==> src/rtl/uart_pkg.sv <==
// Shared types for the UART loopback buffer: FSM state encodings and default character width.
package uart_pkg;

  localparam int UART_DATA_W = 8;

  typedef enum logic [0:0] {
    R_IDLE = 1'b0,
    R_WAIT = 1'b1
  } rx_state_e;

  typedef enum logic [1:0] {
    T_IDLE = 2'd0,
    T_REQ  = 2'd1,
    T_BUSY = 2'd2
  } tx_state_e;

endpackage

==> src/rtl/sync_fifo.sv <==
// Show-ahead synchronous FIFO; pointers carry one extra wrap bit to tell full from empty.
module sync_fifo
  import uart_pkg::*;
#(
  parameter int DATA_W     = UART_DATA_W,
  parameter int DEPTH_LOG2 = 4
) (
  input  logic                  clk,
  input  logic                  rst_n,
  input  logic                  i_push,
  input  logic [DATA_W-1:0]     i_push_data,
  input  logic                  i_pop,
  output logic [DATA_W-1:0]     o_head,
  output logic                  o_full,
  output logic                  o_empty,
  output logic [DEPTH_LOG2:0]   o_count
);

  logic [DATA_W-1:0]   r_mem [0:(1<<DEPTH_LOG2)-1];
  logic [DEPTH_LOG2:0] r_wr_ptr;
  logic [DEPTH_LOG2:0] r_rd_ptr;
  logic                w_do_push;
  logic                w_do_pop;

  assign o_empty = (r_wr_ptr == r_rd_ptr);
  assign o_full  = (r_wr_ptr[DEPTH_LOG2] != r_rd_ptr[DEPTH_LOG2]) &&
                   (r_wr_ptr[DEPTH_LOG2-1:0] == r_rd_ptr[DEPTH_LOG2-1:0]);
  assign o_count = r_wr_ptr - r_rd_ptr;
  assign o_head  = r_mem[r_rd_ptr[DEPTH_LOG2-1:0]];

  // A pop in the same cycle frees the slot, so a push into a full FIFO is then legal.
  assign w_do_pop  = i_pop && !o_empty;
  assign w_do_push = i_push && (!o_full || w_do_pop);

  always_ff @(posedge clk or negedge rst_n) begin
    if (!rst_n) begin
      r_wr_ptr <= '0;
      r_rd_ptr <= '0;
    end else begin
      if (w_do_push) r_wr_ptr <= r_wr_ptr + 1'b1;
      if (w_do_pop)  r_rd_ptr <= r_rd_ptr + 1'b1;
    end
  end

  always_ff @(posedge clk) begin
    if (w_do_push) r_mem[r_wr_ptr[DEPTH_LOG2-1:0]] <= i_push_data;
  end

endmodule

==> src/rtl/uart_loopback_buf.sv <==
// Buffered glue between uart_rx and uart_tx: loop mode drains the FIFO to TX, host mode exposes both sides.
// Optional macro UART_LB_OVERRUN_EN: drop-and-flag on a full FIFO instead of backpressuring uart_rx.
module uart_loopback_buf
  import uart_pkg::*;
#(
  parameter int DATA_W     = UART_DATA_W,
  parameter int DEPTH_LOG2 = 4
) (
  input  logic                  clk,
  input  logic                  rst_n,
  input  logic [DATA_W-1:0]     rx_data,
  input  logic                  rx_data_available,
  output logic                  rx_clear,
  input  logic                  tx_idle,
  output logic                  tx_request,
  output logic [DATA_W-1:0]     tx_data,
  input  logic                  loop_en,
  output logic                  host_rd_valid,
  output logic [DATA_W-1:0]     host_rd_data,
  input  logic                  host_rd_ready,
  input  logic                  host_wr_valid,
  input  logic [DATA_W-1:0]     host_wr_data,
  output logic                  host_wr_ready,
  output logic [DEPTH_LOG2:0]   fifo_count,
  output logic                  overrun,
  input  logic                  overrun_clr
);

  rx_state_e         r_rx_state;
  tx_state_e         r_tx_state;
  logic              r_rx_clear;
  logic              r_tx_request;
  logic [DATA_W-1:0] r_tx_data;

  logic              w_full;
  logic              w_empty;
  logic [DATA_W-1:0] w_head;
  logic              w_pop;
  logic              w_rx_take;
  logic              w_rx_drop;
  logic              w_loop_take;
  logic              w_host_take;
  logic              w_host_pop;

  sync_fifo #(
    .DATA_W     (DATA_W),
    .DEPTH_LOG2 (DEPTH_LOG2)
  ) u_fifo (
    .clk         (clk),
    .rst_n       (rst_n),
    .i_push      (w_rx_take),
    .i_push_data (rx_data),
    .i_pop       (w_pop),
    .o_head      (w_head),
    .o_full      (w_full),
    .o_empty     (w_empty),
    .o_count     (fifo_count)
  );

  assign w_rx_take = (r_rx_state == R_IDLE) && rx_data_available && !w_full;

`ifdef UART_LB_OVERRUN_EN
  logic r_overrun;

  assign w_rx_drop = (r_rx_state == R_IDLE) && rx_data_available && w_full;
  assign overrun   = r_overrun;

  // Set wins over a simultaneous clear so no drop goes unreported.
  always_ff @(posedge clk or negedge rst_n) begin
    if (!rst_n)           r_overrun <= 1'b0;
    else if (w_rx_drop)   r_overrun <= 1'b1;
    else if (overrun_clr) r_overrun <= 1'b0;
  end
`else
  logic w_unused_overrun_clr;

  assign w_rx_drop            = 1'b0;
  assign overrun              = 1'b0;
  assign w_unused_overrun_clr = overrun_clr;
`endif

  // R_WAIT holds off a second capture until uart_rx has seen the clear and dropped its level.
  always_ff @(posedge clk or negedge rst_n) begin
    if (!rst_n) begin
      r_rx_state <= R_IDLE;
      r_rx_clear <= 1'b0;
    end else begin
      r_rx_clear <= w_rx_take || w_rx_drop;
      case (r_rx_state)
        R_IDLE: if (w_rx_take || w_rx_drop) r_rx_state <= R_WAIT;
        R_WAIT: if (!rx_data_available)     r_rx_state <= R_IDLE;
      endcase
    end
  end

  assign rx_clear = r_rx_clear;

  assign host_wr_ready = (r_tx_state == T_IDLE) && tx_idle && !loop_en;
  assign w_host_take   = host_wr_ready && host_wr_valid;
  assign w_loop_take   = (r_tx_state == T_IDLE) && tx_idle && loop_en && !w_empty;
  assign host_rd_valid = !w_empty && !loop_en;
  assign host_rd_data  = w_head;
  assign w_host_pop    = host_rd_valid && host_rd_ready;
  assign w_pop         = w_loop_take || w_host_pop;

  // loop_en only matters in T_IDLE, so a mode change never interrupts a byte in flight.
  always_ff @(posedge clk or negedge rst_n) begin
    if (!rst_n) begin
      r_tx_state   <= T_IDLE;
      r_tx_request <= 1'b0;
      r_tx_data    <= '0;
    end else begin
      case (r_tx_state)
        T_IDLE: begin
          if (w_loop_take) begin
            r_tx_data    <= w_head;
            r_tx_request <= 1'b1;
            r_tx_state   <= T_REQ;
          end else if (w_host_take) begin
            r_tx_data    <= host_wr_data;
            r_tx_request <= 1'b1;
            r_tx_state   <= T_REQ;
          end
        end
        T_REQ: begin
          if (!tx_idle) begin
            r_tx_request <= 1'b0;
            r_tx_state   <= T_BUSY;
          end
        end
        T_BUSY: begin
          if (tx_idle) r_tx_state <= T_IDLE;
        end
        default: begin
          r_tx_request <= 1'b0;
          r_tx_state   <= T_IDLE;
        end
      endcase
    end
  end

  assign tx_request = r_tx_request;
  assign tx_data    = r_tx_data;

endmodule

==> config.mk <==
export PLATFORM = sky130hd
export DESIGN_NAME = uart_loopback_buf
export DESIGN_NICKNAME = d
export VERILOG_FILES = /design/src/rtl/uart_pkg.sv /design/src/rtl/sync_fifo.sv /design/src/rtl/uart_loopback_buf.sv
export SDC_FILE = /design/constraint.sdc
export NUM_CORES = 1
export LEC_CHECK = 0
export ABC_AREA = 1
export CAP_MARGIN = 20
export CELL_PAD_IN_SITES_DETAIL_PLACEMENT = 1
export CELL_PAD_IN_SITES_GLOBAL_PLACEMENT = 1
export CORE_AREA = 5 5 147 149
export CTS_CLUSTER_DIAMETER = 30
export DETAILED_ROUTE_END_ITERATION = 10
export DIE_AREA = 0 0 152 154
export PLACE_DENSITY_LB_ADDON = 0.1
export SYNTH_ARGS = -nofsm -noshare
export SYNTH_HDL_FRONTEND = slang
export SYNTH_SLANG_ARGS = --single-unit
==> constraint.sdc <==
create_clock -name clk -period 2.8 [get_ports clk]
set_clock_uncertainty 0.2 [all_clocks]
set_input_delay 0.42 -clock clk [delete_from_list [all_inputs] [get_ports clk]]
set_output_delay 0.42 -clock clk [all_outputs]
set_load 0.005 [all_outputs]
## Word-level counts from Yosys, hierarchy flattened

Memory sizes are Yosys's and may differ from the RTL's.
Cells that the tools add are included.

| storage, ports and cells | value |
|---|---|
| bits in registers | 23 |
| bits in writable memories | 128 |
| word-level logic and storage cells | 59 |
| memories | 1 |

Memories:

| memory | depth | width | read ports | clocked after memory_dff | write ports | RTL line | RTL |
|---|---|---|---|---|---|---|---|
| u_fifo.r_mem | 16 | 8 | 1 | 0 | 1 | sync_fifo.sv:19 | `logic [DATA_W-1:0] r_mem [0:(1<<DEPTH_LOG2)-1];` |

| operators by class | value |
|---|---|
| add/sub/neg operators | 3 |
| equality and inequality tests | 8 |
| multiplexer cells | 16 |
| bitwise logic cells | 2 |
| reductions and logical operators | 22 |

Operators by type and width:

| cell | count |
|---|---|
| two-way mux 8 bit | 2 |
| logical AND 1 bit | 12 |
| adder 5 x 1 -> 5 bit, second input constant | 2 |
| two-way mux 2 bit | 4 |
| two-way mux 1 bit | 7 |
| one-hot mux 2 bit (3 select lines) | 1 |
| AND reduction 3 bit | 2 |
| == test 5 bit | 1 |
| subtractor 5 bit | 1 |
| == test 4 bit | 1 |
| inequality test 2 bit, second input constant | 2 |
| zero test 1 bit | 3 |
| inequality test 3 bit, second input constant | 1 |
| one-hot mux 1 bit (3 select lines) | 1 |
| == test 2 x 1 -> 1 bit, second input constant | 1 |
| == test 2 bit, second input constant | 1 |
| zero test 2 bit | 1 |
| logical OR 1 bit | 2 |
| NOT 1 bit | 2 |
| one-hot mux 1 bit (2 select lines) | 1 |
| AND reduction 2 bit | 1 |
| nonzero test 2 bit | 1 |
| inequality test 1 bit | 1 |

## Logic depth before layout (Yosys ltp)

| logic depth | value |
|---|---|
| depth in word-level cells | 10 |
| gate-level depth with buffers | 13 |
| gate-level depth less buffers | 10 |

## Hierarchy

A second synthesis with hierarchy kept.

| unflattened totals | value |
|---|---|
| cells, all modules | 766 |
| area total of the unflattened synthesis | 7183.1 µm² |

By module, submodules not included:

| module | times used | cells each | area an instance (µm²) | seq. area each (µm²) |
|---|---|---|---|---|
| sync_fifo | 1 | 677 | 6454.9 | 4093.9 |
| uart_loopback_buf | 1 | 89 | 728.2 | 325.3 |

## Least setup slack after synthesis

OpenSTA, ideal clock, no wires.

| timing | value |
|---|---|
| path kind | register to register |
| from | reg u_fifo.r_rd_ptr[1] |
| to | mem u_fifo.r_mem[4][0] in the netlist's numbering, enable pin |
| setup time | 0.383 ns |
| arrival | 2.213 ns |
| required time | 2.217 ns |
| path slack | 0.003 ns |
| cell stages (with the launch flop) | 11 |
| path buffers | 3 |
| cell sequence | dfrtp_1 buf_2 inv_2 buf_2 ha_1 nand2_1 nor2_1 nand2_1 nand3_2 buf_2 nor3_1 |

| between the ends | value |
|---|---|
| cells in the longest elaborated chain, start to end | 10 |
| elaborated cells between the ends (all ways) | 15 |
| classes of those cells | eq/ne (2); mux (2); reduce/logical (11) |

Ends and longest elaborated chain:

| element | RTL line | RTL |
|---|---|---|
| start: declaration | sync_fifo.sv:21 | `logic [DEPTH_LOG2:0] r_rd_ptr;` |
| start signal: assignment | sync_fifo.sv:41 | `if (w_do_pop) r_rd_ptr <= r_rd_ptr + 1'b1;` |
| == test 5 bit | sync_fifo.sv:25 | `assign o_empty = (r_wr_ptr == r_rd_ptr);` |
| zero test 1 bit | sync_fifo.sv:32, uart_loopback_buf.sv:100, uart_loopback_buf.sv:101 |  |
| logical AND 1 bit | uart_loopback_buf.sv:101 | `assign host_rd_valid = !w_empty && !loop_en;` |
| logical AND 1 bit | uart_loopback_buf.sv:103 | `assign w_host_pop = host_rd_valid && host_rd_ready;` |
| logical OR 1 bit | uart_loopback_buf.sv:104 | `assign w_pop = w_loop_take \|\| w_host_pop;` |
| logical AND 1 bit | sync_fifo.sv:32 | `assign w_do_pop = i_pop && !o_empty;` |
| logical OR 1 bit | sync_fifo.sv:33 | `assign w_do_push = i_push && (!o_full \|\| w_do_pop);` |
| logical AND 1 bit (*) | sync_fifo.sv:33 |  |
| two-way mux 1 bit (*) | sync_fifo.sv:46 | `if (w_do_push) r_mem[r_wr_ptr[DEPTH_LOG2-1:0]] <= i_push_data;` |
| two-way mux 1 bit (implied by the code) (*) | sync_fifo.sv:46 |  |
| end: declaration | sync_fifo.sv:19 |  |

Every way passes the cells marked *; elsewhere a longest branch is shown, timed or not.

## Worst setup path after layout

| timing | value |
|---|---|
| from | reg u_fifo.r_rd_ptr[0] |
| to | out host_rd_data[5] |

| between the ends | value |
|---|---|
| cells in the longest elaborated chain, start to end | 1 |

Ends and longest elaborated chain:

| element | RTL line | RTL |
|---|---|---|
| memory read (16 x 8 bit) | n/a |  |
| end: declaration | uart_loopback_buf.sv:19 | `output logic [DATA_W-1:0] host_rd_data,` |

Every way passes these cells.

==> impl_metrics.csv <==
group,metric,value,unit
floorplan,dieWidth,152,um
worst_setup_path,rrSetupSlack,0.31,ns
logic_synthesis,yosysMostFrequentCell,"nand2_1",
power_and_ir_drop,p_leak,3.86,nW
clocking,cts.sinks,151,
floorplan,die_area,23400,um^2
drt,dr.first_iter.drc_count,242,
worst_setup_path,critPathKind,"reg2out",
drt,highest_layer,"met4",
drt,wl_met1,8680,um
power_and_ir_drop,ir_drop,0.531,mV
worst_setup_path,critPathMaxFanout,24,
final_layout,antenna_cells,0,
drt,wl_met2,9980,um
worst_setup_path,critPathTopFamily,"buffers and inverters",
clocking,cts_tree,"yes",
floorplan,core-area,20000,um^2
drt,viasPerCell,4.67,
run,drv_cap,0,
sta,finalHoldViolations,0,
logic_synthesis,ys_top_cells_by_count,"nand2_1, edfxtp_1, inv_1",
logic_synthesis,synth_edf_count,128,
power_and_ir_drop,p_per_area,1060,nW/um^2
sta,finalCriticalPeriod,2.92,ns
logic_synthesis,synth.area.top_cells,"edfxtp_1, nand2_1, dfrtp_1",
clocking,cts_buffers,17,
clocking,clk_pin_slew_worst_paths,0.06,ns
logic_synthesis,syn_avg_cell_area,9.64,um^2
global_route,grtUsageTotal,17.2,%
floorplan,start_util,34.4,%
floorplan,die_y,154,um
clocking,clockBufferDepth,2,
placement,portBuffers,47,
final_layout,layout-area-overhead-vs-synth,26.3,%
clocking,cts_hold_buf,0,
global_route,antenna_found_initial,0,
placement,hpwl,13100,um
clocking,worstSkewPairLatency,0.42,ns
sta,finalCritPeriodShare,104,%
sta,rsz0062_at_grt,"yes",
drt,met3_wirelength,874,um
worst_setup_path,cpPeakStageDelay,0.52,ns
floorplan,ioPinCount,50,
global_route,grt_max_degree,27,
sta,hold_ws,0.153,ns
clocking,cts-root-buf,"clkbuf_16",
drt,wl_per_cell,18.1,um
worst_setup_path,critPathCaptureType,"output port",
worst_setup_path,reg2reg_from,"u_fifo.r_rd_ptr[0]",
logic_synthesis,synth_cell_type_count,25,
floorplan,row_count,52,
placement,gp_congestion,0.817,
logic_synthesis,synth-seq-cells,151,
drt,antenna_left,0,
sta,slew_headroom,51.0,%
logic_synthesis,synthArstFlopShare,15.2,%
worst_setup_path,critical_path.slowest_cell,"clkdlybuf4s50_1",
worst_setup_path,arrival,2.30,ns
worst_setup_path,cp_num_buf_inv,4,
final_layout,final_util,43.5,%
global_route,grt_pass1_wl,30600,um
hold_path,hold_path.class,"in2async",
worst_setup_path,r2r.worst_path.cells,10,
final_layout,drive_above_1_share,13.6,%
logic_synthesis,ys_warn_count,0,
sta,fin_ws,-0.118,ns
logic_synthesis,syn_nets,750,
worst_setup_path,path_cells,"inv_6 -> buf_4 -> buf_12 -> nand2_1 -> nand2_1 -> nand2_1 -> nand3_1 -> nand3_1 -> nand2_1 -> clkdlybuf4s50_1",
global_route,gr-total-overflow,0,
worst_setup_path,reg2reg_to,"u_fifo.r_mem[11][2]",
final_layout,nNetsFinal,838,
logic_synthesis,syn_inst,716,
drt,routed_wl,19700,um
run_status,violations,"setup timing",
drt,dr.pass1.iters,4,
logic_synthesis,synth_top_area_cell,"edfxtp_1",
logic_synthesis,synth.top_cell.area_share,55.7,%
worst_setup_path,cp-start-kind,"flip-flop",
logic_synthesis,ys.flop_type,"edfxtp_1",
sta,fmax,343,MHz
clocking,cts_htree_levels,4,
logic_synthesis,ys_seq_area_share,64.0,%
drt,post-route-drc-count,0,
drt,via_count,5077,
run_status,status,"finished with violations",
sta,finalSetupViolCount,3,
sta,worst_pin_slew,0.733,ns
worst_setup_path,cpMostUsedCell,"nand2_1",
logic_synthesis,syn-cell-area,6900,um^2
sta,drv_slew,0,
worst_setup_path,required,2.18,ns
global_route,grt_pass1_vias,5477,
## where the power goes
part,internal (mW),leakage (nW),switching [mW]
sequential,2.71,1.43,0.173
clock,1.49,0.295,0.898
combinational,1.66,2.13,2.34
## metal layers
layer,track usage [%],vias up
met2,29.8,92
met5,0,-
met4,4.28,0
met3,3.63,17
met1,22.1,2512
li1,-,2456
## through the flow
stage / worst slack, ns / instance area, um^2 / std cells / power (mW) / setup TNS [ns]
5_1_grt: -0.239 / 8720 / 1087 / 9.88 / -0.687
2_1_floorplan: 0.00319 / 6900 / 716 / 4.87 / 0
4_1_cts: -0.146 / 8670 / 1085 / 9.30 / -0.419
3_5_place_dp: 0.117 / 7890 / 1044 / 6.66 / 0
3_3_place_gp: 0.151 / 7890 / 1044 / 6.58 / 0
6_report: -0.118 / 8720 / 1087 / 9.27 / -0.339
## layout make-up
| cell class | count | area (um^2) |
|---|---|---|
| inverter | 120 | 464 |
| sequential | 151 | 4420 |
| clock buffer | 19 | 433 |
| tap | 270 | 338 |
| timing repair buffer | 94 | 917 |
| clock inverter | 13 | 176 |
| multi-input combinational | 420 | 1970 |
| fill | 2255 | 11300 |
## placed cells by master (no fill, tap or decap), types with 2 or more instances in the layout
master and instances:
a21oi_1 3, buf_12 4, buf_16 2, buf_4 39
bufinv_16 4, clkbuf_1 2, clkbuf_16 17, clkdlybuf4s50_1 38
clkinv_1 5, clkinv_2 9, clkinvlp_4 2, dfrtp_1 21
dfrtp_2 2, dlygate4sd2_1 6, dlymetal6s2s_1 2, edfxtp_1 128
ha_1 6, ha_4 3, inv_1 103, inv_2 6
inv_6 3, nand2_1 273, nand2_2 3, nand3_1 75
nand3_2 4, nor2_1 4, nor2_2 2, nor3_1 14
o21ai_0 12, o21ai_1 4, o21ai_2 2, xor2_1 8
## cells by family (layout without fill, tap and decap cells)
group	count (synthesis)	after routing	share of synthesized area [%]
flip-flops	151	151	64.0
AND/OR/NAND/NOR	377	377	22.4
other	1	1	0.0543
buffers and inverters	145	246	8.58
adder cells (fa/ha/maj)	10	10	1.92
XOR/XNOR	10	10	1.38
AO/OA/AOI/OAI	22	22	1.60
## flip-flops by register name, summed over array words and instances, names as in the netlist
signal / count
r_rx_state: 1
r_tx_state: 2
rx_clear: 1
tx_data: 8
tx_request: 1
u_fifo.r_mem: 128
u_fifo.r_rd_ptr: 5
u_fifo.r_wr_ptr: 5
## what timing repair did
action                     in CTS  in global routing
resized for setup              33                 11
gates cloned                    2                  0
setup endpoints to repair      13                  6
pin swaps                       1                  1
buffers inserted                7                  2
## worst max-delay path by stage
stage	from	endpoint	slack [ns]	depth (start not counted)
final	u_fifo.r_rd_ptr[0]	host_rd_data[5]	-0.12	10
after global routing	u_fifo.r_rd_ptr[0]	host_rd_data[1]	-0.24	10
after CTS	u_fifo.r_rd_ptr[0]	host_rd_data[5]	-0.15	9
after detailed placement	tx_idle	host_wr_ready	0.12	7
after global placement	u_fifo.r_rd_ptr[1]	host_rd_data[7]	0.15	8
after floorplan	u_fifo.r_rd_ptr[1]	u_fifo.r_mem[4][0]	0.003	10
No activity file was read; power rests on OpenSTA's default activity.
